### config.mk
export PLATFORM = sky130hd
export DESIGN_NAME = sha_job_arbiter
export DESIGN_NICKNAME = d
export VERILOG_FILES = /design/src/rtl/sha_job_arbiter.sv
export SDC_FILE = /design/constraint.sdc
export NUM_CORES = 1
export LEC_CHECK = 0
export CAP_MARGIN = 10
export CORE_AREA = 2 2 137 139
export DETAILED_ROUTE_END_ITERATION = 10
export DIE_AREA = 0 0 139 141
export PLACE_DENSITY = 0.71
export SLEW_MARGIN = 20
export SYNTH_ARGS = -nofsm -noshare
export SYNTH_HDL_FRONTEND = slang
export SYNTH_SLANG_ARGS = --single-unit
### constraint.sdc
create_clock -name clk -period 2.4 [get_ports clk]
set_clock_uncertainty 0.15 [all_clocks]
set_input_delay 0.24 -clock clk [delete_from_list [all_inputs] [get_ports clk]]
set_output_delay 0.24 -clock clk [all_outputs]
set_load 0.01 [all_outputs]
### src/rtl/sha_job_arbiter.sv
// Round-robin arbiter sharing one SHAKE engine between N_REQ requesters.
// Latches the winner's job descriptor, starts the engine, waits for done or watchdog expiry, then acks.
//
// state   | meaning
// IDLE    | no owner; pick the next requester round-robin from ptr unless hold
// START   | one-cycle SHA3_start pulse to the engine
// GUARD   | ignore SHA3_done (stale level from last job); arm watchdog
// RUN     | wait for SHA3_done or watchdog terminal count
// DONE    | ack (and err on timeout) to the owner; grant still held
// RELEASE | grant dropped; ptr moved past the owner
module sha_job_arbiter #(
  parameter int N_REQ       = 4,
  parameter int TIMEOUT_CYC = 65535,
  parameter int CW          = 16
) (
  input  logic                  clk,
  input  logic                  aresetn,
  input  logic [N_REQ-1:0]      req,
  input  logic [2*N_REQ-1:0]    req_mode,
  input  logic [N_REQ-1:0]      req_sample_sel,
  input  logic [N_REQ-1:0]      req_eta,
  input  logic [32*N_REQ-1:0]   req_byte_read,
  input  logic [10*N_REQ-1:0]   req_byte_write,
  input  logic                  hold,
  output logic [N_REQ-1:0]      ack,
  output logic [N_REQ-1:0]      err,
  output logic [N_REQ-1:0]      grant,
  output logic                  busy,
  output logic                  SHA3_start,
  output logic [1:0]            mode,
  output logic                  sample_sel,
  output logic                  eta,
  output logic [31:0]           byte_read,
  output logic [9:0]            byte_write,
  input  logic                  SHA3_done
);

  localparam int PW = (N_REQ < 2) ? 1 : $clog2(N_REQ);

  typedef enum logic [2:0] {
    S_IDLE, S_START, S_GUARD, S_RUN, S_DONE, S_RELEASE
  } state_t;

  state_t            state_q, state_d;
  logic [PW-1:0]     ptr_q, ptr_d;
  logic [PW-1:0]     gidx_q, gidx_d;
  logic [CW-1:0]     wd_q, wd_d;
  logic              tflag_q, tflag_d;
  logic [N_REQ-1:0]  grant_q, grant_d;
  logic [N_REQ-1:0]  ack_q, ack_d;
  logic [N_REQ-1:0]  err_q, err_d;
  logic              busy_q, busy_d;
  logic              start_q, start_d;
  logic [1:0]        mode_q, mode_d;
  logic              ssel_q, ssel_d;
  logic              eta_q, eta_d;
  logic [31:0]       br_q, br_d;
  logic [9:0]        bw_q, bw_d;

  logic              found;
  logic [PW-1:0]     sel;
  int                cand;
  logic [PW-1:0]     cand_idx;

  // First requesting index at or after ptr, wrapping.
  always_comb begin
    found    = 1'b0;
    sel      = '0;
    cand     = 0;
    cand_idx = '0;
    for (int k = 0; k < N_REQ; k++) begin
      cand     = (int'(ptr_q) + k) % N_REQ;
      cand_idx = PW'(cand);
      if (!found && req[cand_idx]) begin
        found = 1'b1;
        sel   = cand_idx;
      end
    end
  end

  always_comb begin
    state_d = state_q;
    ptr_d   = ptr_q;
    gidx_d  = gidx_q;
    wd_d    = wd_q;
    tflag_d = tflag_q;
    grant_d = grant_q;
    ack_d   = '0;
    err_d   = '0;
    mode_d  = mode_q;
    ssel_d  = ssel_q;
    eta_d   = eta_q;
    br_d    = br_q;
    bw_d    = bw_q;
    case (state_q)
      S_IDLE: begin
        if (!hold && found) begin
          state_d = S_START;
          gidx_d  = sel;
          grant_d = N_REQ'(1) << sel;
          for (int i = 0; i < N_REQ; i++) begin
            if (sel == PW'(i)) begin
              mode_d = req_mode[2*i +: 2];
              ssel_d = req_sample_sel[i];
              eta_d  = req_eta[i];
              br_d   = req_byte_read[32*i +: 32];
              bw_d   = req_byte_write[10*i +: 10];
            end
          end
        end
      end
      S_START: state_d = S_GUARD;
      S_GUARD: begin
        wd_d    = CW'(TIMEOUT_CYC);
        tflag_d = 1'b0;
        state_d = S_RUN;
      end
      S_RUN: begin
        // A done arriving on the terminal-count cycle still counts as a clean finish.
        if (SHA3_done) begin
          state_d = S_DONE;
          tflag_d = 1'b0;
          ack_d   = grant_q;
        end else if (TIMEOUT_CYC != 0 && wd_q == CW'(1)) begin
          state_d = S_DONE;
          tflag_d = 1'b1;
          ack_d   = grant_q;
          err_d   = grant_q;
        end else begin
          wd_d = wd_q - CW'(1);
        end
      end
      S_DONE: begin
        state_d = S_RELEASE;
        grant_d = '0;
        ptr_d   = (gidx_q == PW'(N_REQ - 1)) ? '0 : gidx_q + PW'(1);
      end
      S_RELEASE: state_d = S_IDLE;
      default:   state_d = S_IDLE;
    endcase
    busy_d  = (state_d != S_IDLE);
    start_d = (state_d == S_START);
  end

  always_ff @(posedge clk or negedge aresetn) begin
    if (!aresetn) begin
      state_q <= S_IDLE;
      ptr_q   <= '0;
      gidx_q  <= '0;
      wd_q    <= '0;
      tflag_q <= 1'b0;
      grant_q <= '0;
      ack_q   <= '0;
      err_q   <= '0;
      busy_q  <= 1'b0;
      start_q <= 1'b0;
      mode_q  <= '0;
      ssel_q  <= 1'b0;
      eta_q   <= 1'b0;
      br_q    <= '0;
      bw_q    <= '0;
    end else begin
      state_q <= state_d;
      ptr_q   <= ptr_d;
      gidx_q  <= gidx_d;
      wd_q    <= wd_d;
      tflag_q <= tflag_d;
      grant_q <= grant_d;
      ack_q   <= ack_d;
      err_q   <= err_d;
      busy_q  <= busy_d;
      start_q <= start_d;
      mode_q  <= mode_d;
      ssel_q  <= ssel_d;
      eta_q   <= eta_d;
      br_q    <= br_d;
      bw_q    <= bw_d;
    end
  end

  assign ack        = ack_q;
  assign err        = err_q;
  assign grant      = grant_q;
  assign busy       = busy_q;
  assign SHA3_start = start_q;
  assign mode       = mode_q;
  assign sample_sel = ssel_q;
  assign eta        = eta_q;
  assign byte_read  = br_q;
  assign byte_write = bw_q;

endmodule

; Yosys cells after proc, flatten, opt, wreduce, memory -nomap -nowiden
; Cells that the tools add are included.
[totals]
in_bits = 192
output_inout_bits = 60
word_cells = 106
register_bits = 83
[classes]
magnitude_cmp = 4
eq_ne = 13
shifts = 1
reduce_logical = 18
n_mux = 51
add_sub_neg = 5
[op_table]
columns = cell, count
row1 = $mux 32, 4
row2 = $mux 10, 4
row3 = $mux 16, 2
row4 = $pmux 16 s2, 1
row5 = $mux 4, 6
row6 = $mux 2, 9
row7 = $eq 16x1->1 const B, 1
row8 = $mux 1, 16
row9 = $sub 16x1->16 const B, 1
row10 = $pmux 3 s5, 1
row11 = $lt 2x3->1 const B, 4
row12 = $mux 3, 3
row13 = $bmux 1 s2, 4
row14 = $pmux 4 s2, 1
row15 = $eq 2x2->1 const B, 3
row16 = $eq 3x1->1 const B, 2
row17 = $eq 3x2->1 const B, 2
row18 = $ne 2x2->1 const B, 3
row19 = $reduce_and 3->1, 2
row20 = $add 2x1->2 const B, 2
row21 = $add 2x2->2 const B, 2
row22 = $logic_and 1x1->1, 4
row23 = $logic_not 1->1, 4
row24 = $reduce_and 2->1, 2
row25 = 8 further kinds, 9

; Longest topological paths before layout
; Gate-level depths: netlist of the first run.
[logic_depth]
word_depth = 17
depth_mapped = 8
ltp_nobuf = 7

; Least setup slack after synthesis of the first run
; Ideal clock, no wire load.
[synth_path]
path_type = register to register
from = register wd_q[1]
to = register wd_q[1]
setup_slack_ns = 0.129
setup_time_ns = 0.126
arrival_ns = 1.995
n_path_buf = 0
path_stages_with_launch = 7
t_required_ns = 2.124
cell_sequence = dfrtp_1 -> inv_1 -> ha_1 -> or4b_1 -> nor3_2 -> a21oi_1 -> o311a_1
[synth_via]
elab_chain_cells = 4
elab_cells_between_ends = 7
classes_between = 1 x add/sub / 2 x eq/ne / 3 x mux / 1 x reduce/logical
[synth_lines]
columns = item, line_no
row1 = from (decl), 47  ; logic [CW-1:0] wd_q, wd_d;
row2 = from (signal assigned), 166  ; wd_q <= wd_d;
row3 = $sub 16x1->16, 130  ; wd_d = wd_q - CW'(1);
row4 = $mux 16, 124  ; end else if (TIMEOUT_CYC != 0 && wd_q == CW'(1)) begin
row5 = $mux 16, 120  ; if (SHA3_done) begin
row6 = $pmux 16 s2, 95  ; case (state_q)
; Parallel ways exist; a longest one is shown, timed or not. The select of a mux whose other input is x is not followed.
; A chain may end at the register's enable or synchronous reset.

; Worst setup path in the final report of the first run
[layout_path]
from = register wd_q[4]
to = register wd_q[6]
; The elaborated chain is that of the path after synthesis.

==> summary.txt, run 1 <==
Routing
  – DR vias: 5708
  – Drt drc: 0
  – WL per Instance: 19.2 µm
  – Post-route ant nets: 0
  – Via density: 5.37
  – DR pass1 iterations: 5
  – Final wirelength: 20.4 mm
  – Iteration-0 DRC Markers: 367

Die
  – Core area: between 15000 and 20000 µm²
  – Boundary pin count: 252
  – Chip width: 139 µm
  – Cell Rows: 50
  – Chip Height: 141 µm
  – Die area: 19600 µm²
  – Initial Util: 0.292

Clock network
  – Buffer levels on the longest clock path: 2
  – Root buffer cell: clkbuf_16
  – CTS tree: done
  – Clock transition at path regs: 60 ps
  – CTS Buf Count: 9
  – Clock latency on the worst-skew pair: 340 ps
  – Deepest level of the CTS H-tree: 3
  – Clk sinks: 83

Timing
  – Final period util: 0.957
  – Final hold viol count: 0
  – Rel. slew slack: 0.617
  – RSZ-0062 raised after global routing: no
  – Minimum clock period: 2300 ps
  – Final number of max-transition violations: 0
  – Worst Tran Pin Value: 574 ps
  – Setup violations, final: 0
  – Fmax: 435 MHz

Yosys
  – Yosys Warn Count: 0
  – Synth cell count leaders: 83 x dfrtp_1, 61 x nand2_1, 50 x nand4_1
  – Synth cell types: 60
  – Syn Area/Cell: roughly 9.5 µm²
  – Post-Synthesis Cells: between 500 and 600
  – Post-synthesis async set-or-reset flop share: 1.00
  – Post-synth EDFFs: 0
  – Most common cell in the netlist: dfrtp_1
  – Synth top area share: 0.389
  – Syn_nets: between 700 and 800
  – Dominant cell type by area after synthesis: dfrtp_1
  – Syn Std Cell Area: 5340 µm²
  – Top_reg_cell synth: dfrtp_1
  – Sequential element share of the synthesized area: 0.389
  – Area contributors post-synth: dfrtp_1 39%, mux2i_1 8.8%, a21bo_2 8.6%
  – #FFs+latches synth: 83

Layout
  – NumNets Final: 1018
  – Fillcell total: 1739
  – N_diodes: 0
  – Fin cells: 1062
  – Syn-to-layout area delta: 65.1%
  – Share of cells above drive strength 1: 0.170

Setup path
  – Flop2flop setup slack: 100 ps
  – Kind of critical path: reg2reg
  – Critical Path Fanout Max: 6
  – Worst setup SP type: register
  – Required time worst endpoint: 2470 ps
  – Critical Path AT: 2360 ps
  – Crit path capture type: register

Power and ir drop
  – Combinational share of power: 0.540
  – Psw: 3.14 mW
  – Seq pwr share: 0.280
  – Pleak: around 3.5 nW
  – Pint: around 5 mW
  – Max VDD drop: around 0.38 mV
  – Pwr Density: 915 nW/µm²
  – Power, Total: just over 8 mW
  – Clock share of power: 0.180
  – Switching share of power: 0.389

Global routing
  – Pin count of the biggest net entering global routing: 49
  – GRT Total Usage: 0.205
  – GRT overflow: 0
  – Initial antenna violation count: 0
  – Vias in the first global route: 5787
  – First-pass GRT wire length: 31.8 mm

Job
  – Max cap viols: 0

Placement
  – I/O Buffers: between 200 and 300
  – Hpwl dp: 14.4 mm
  – Gpl congestion: 0.850
  – Inst Count DP: 1045

Min path
  – Worst Hold Class: in2async

Status
  – Status: finished clean
## path summary, 6_finish.rpt
kind / start / to / cells past startpoint
hold reg to reg: gidx_q[1]$_DFFE_PN0P_ / gidx_q[1]$_DFFE_PN0P_ / 1
max in group asynchronous: aresetn / byte_read[17]$_DFFE_PN0P_ / 3
setup / recovery: wd_q[4]$_DFFE_PN0P_ / wd_q[6]$_DFFE_PN0P_ / 5
min in group clk: gidx_q[1]$_DFFE_PN0P_ / gidx_q[1]$_DFFE_PN0P_ / 1
setup reg to reg: wd_q[4]$_DFFE_PN0P_ / wd_q[6]$_DFFE_PN0P_ / 5
hold / removal: aresetn / busy$_DFF_PN0_ / 2
## metrics by stage
step                worst slack (ps)  TNS [ps]   util  instance area (µm²)  hold WS (ps)
floorplan                        129         0      -                 5340          -206
global placement                13.8         0  0.464                 8480           103
detailed placement             -15.3     -62.4  0.464                 8480           109
global route                    7.67         0  0.482                 8810           313
CTS                             90.3         0  0.482                 8800           268
finish                           104         0  0.482                 8810           255
## kinds of logic (layout without fill, tap and decap cells)
family	after synthesis	after routing	synth area share
mux	48	48	0.0902
fa+ha+maj	3	3	0.00703
compound gates	184	184	0.282
xor+xnor	4	4	0.00656
flops	83	83	0.389
simple gates	175	175	0.176
buf+inv	65	331	0.0492
## cells in the final DEF (no fill, tap or decap), types with 2 or more instances in the layout
| master | n |
|---|---|
| ha_1 | 3 |
| nand4_1 | 50 |
| nor4_1 | 3 |
| o311a_1 | 2 |
| nor2b_1 | 4 |
| xnor2_1 | 3 |
| o21ai_4 | 2 |
| dfrtp_1 | 83 |
| nor2_1 | 9 |
| a211o_1 | 2 |
| nand2b_1 | 3 |
| o31ai_1 | 47 |
| or2_2 | 2 |
| clkdlybuf4s50_1 | 250 |
| mux2i_1 | 47 |
| nor3_2 | 4 |
| buf_12 | 8 |
| nor3_1 | 6 |
| and2_1 | 9 |
| inv_1 | 8 |
| nand3b_1 | 2 |
| nand3_1 | 7 |
| buf_4 | 48 |
| nand2_1 | 61 |
| o211ai_1 | 47 |
| a32o_1 | 2 |
| nor4_2 | 3 |
| or4_1 | 2 |
| o21ai_0 | 8 |
| a211oi_2 | 2 |
| a211oi_1 | 2 |
| a21bo_2 | 46 |
| clkbuf_16 | 9 |
| a21oi_1 | 6 |
| clkinvlp_4 | 3 |
## timing repair
item,in CTS,in global routing
hold buffers,1,0
gates resized for setup,0,3
endpoints found under the setup margin,0,50
buffers inserted,0,0
hold endpoints to repair,35,0
## worst max-delay path, cell delays in order (launching register included)
cell and delay [ps]:
dfrtp_1 380, or4_4 540, or3_1 460, o31ai_4 390, o311a_1 200, a211oi_2 40
## state kept, by name, indices dropped and copies added, names as in the netlist
register    flops
err             4
wd_q           16
byte_write     10
byte_read      32
ptr_q           2
mode            2
sample_sel      1
grant           4
ack             4
busy            1
gidx_q          2
SHA3_start      1
eta             1
state_q         3
## routing by layer
metal	vias up	GRT usage	wire length, µm
met5	-	0	0
met4	0	0.0994	496
met3	30	0.0418	1360
met2	252	0.325	9760
met1	2743	0.269	8780
li1	2683	-	-
## layout make-up
cell class	count	area, µm²	share of cell area
inverter	8	30.0	0.00341
timing repair buffer	307	3030	0.344
clock inverter	5	61.3	0.00696
tap	234	293	0.0332
sequential	83	2080	0.236
clock buffer	11	243	0.0275
multi-input combinational	414	3080	0.349
## power by group through the flow
stage | Sequential, mW | Combinational [mW] | Clock, mW
after floorplan | 2.40 | 1.98 | 0
after global placement | 2.27 | 4.29 | 0
after detailed placement | 2.27 | 4.36 | 0
after CTS | 2.26 | 4.37 | 1.50
after global routing | 2.33 | 4.71 | 1.55
final | 2.26 | 4.35 | 1.45
No activity file was read; power rests on OpenSTA's default activity.
==> inputs of run 2 (changes only) <==
==> constraint.sdc (replaced) <==
create_clock -name clk -period 2.4 [get_ports clk]
set_clock_uncertainty 0.15 [all_clocks]
set_input_delay 0.24 -clock clk [delete_from_list [all_inputs] [get_ports clk]]
set_output_delay 0.24 -clock clk [all_outputs]
set_load 0.005 [all_outputs]
==> results of run 2 <==
The final DEF is identical to that of run 1. Status: finished clean.
Main changes from that run: total power 8.06 mW -> 7.90 mW
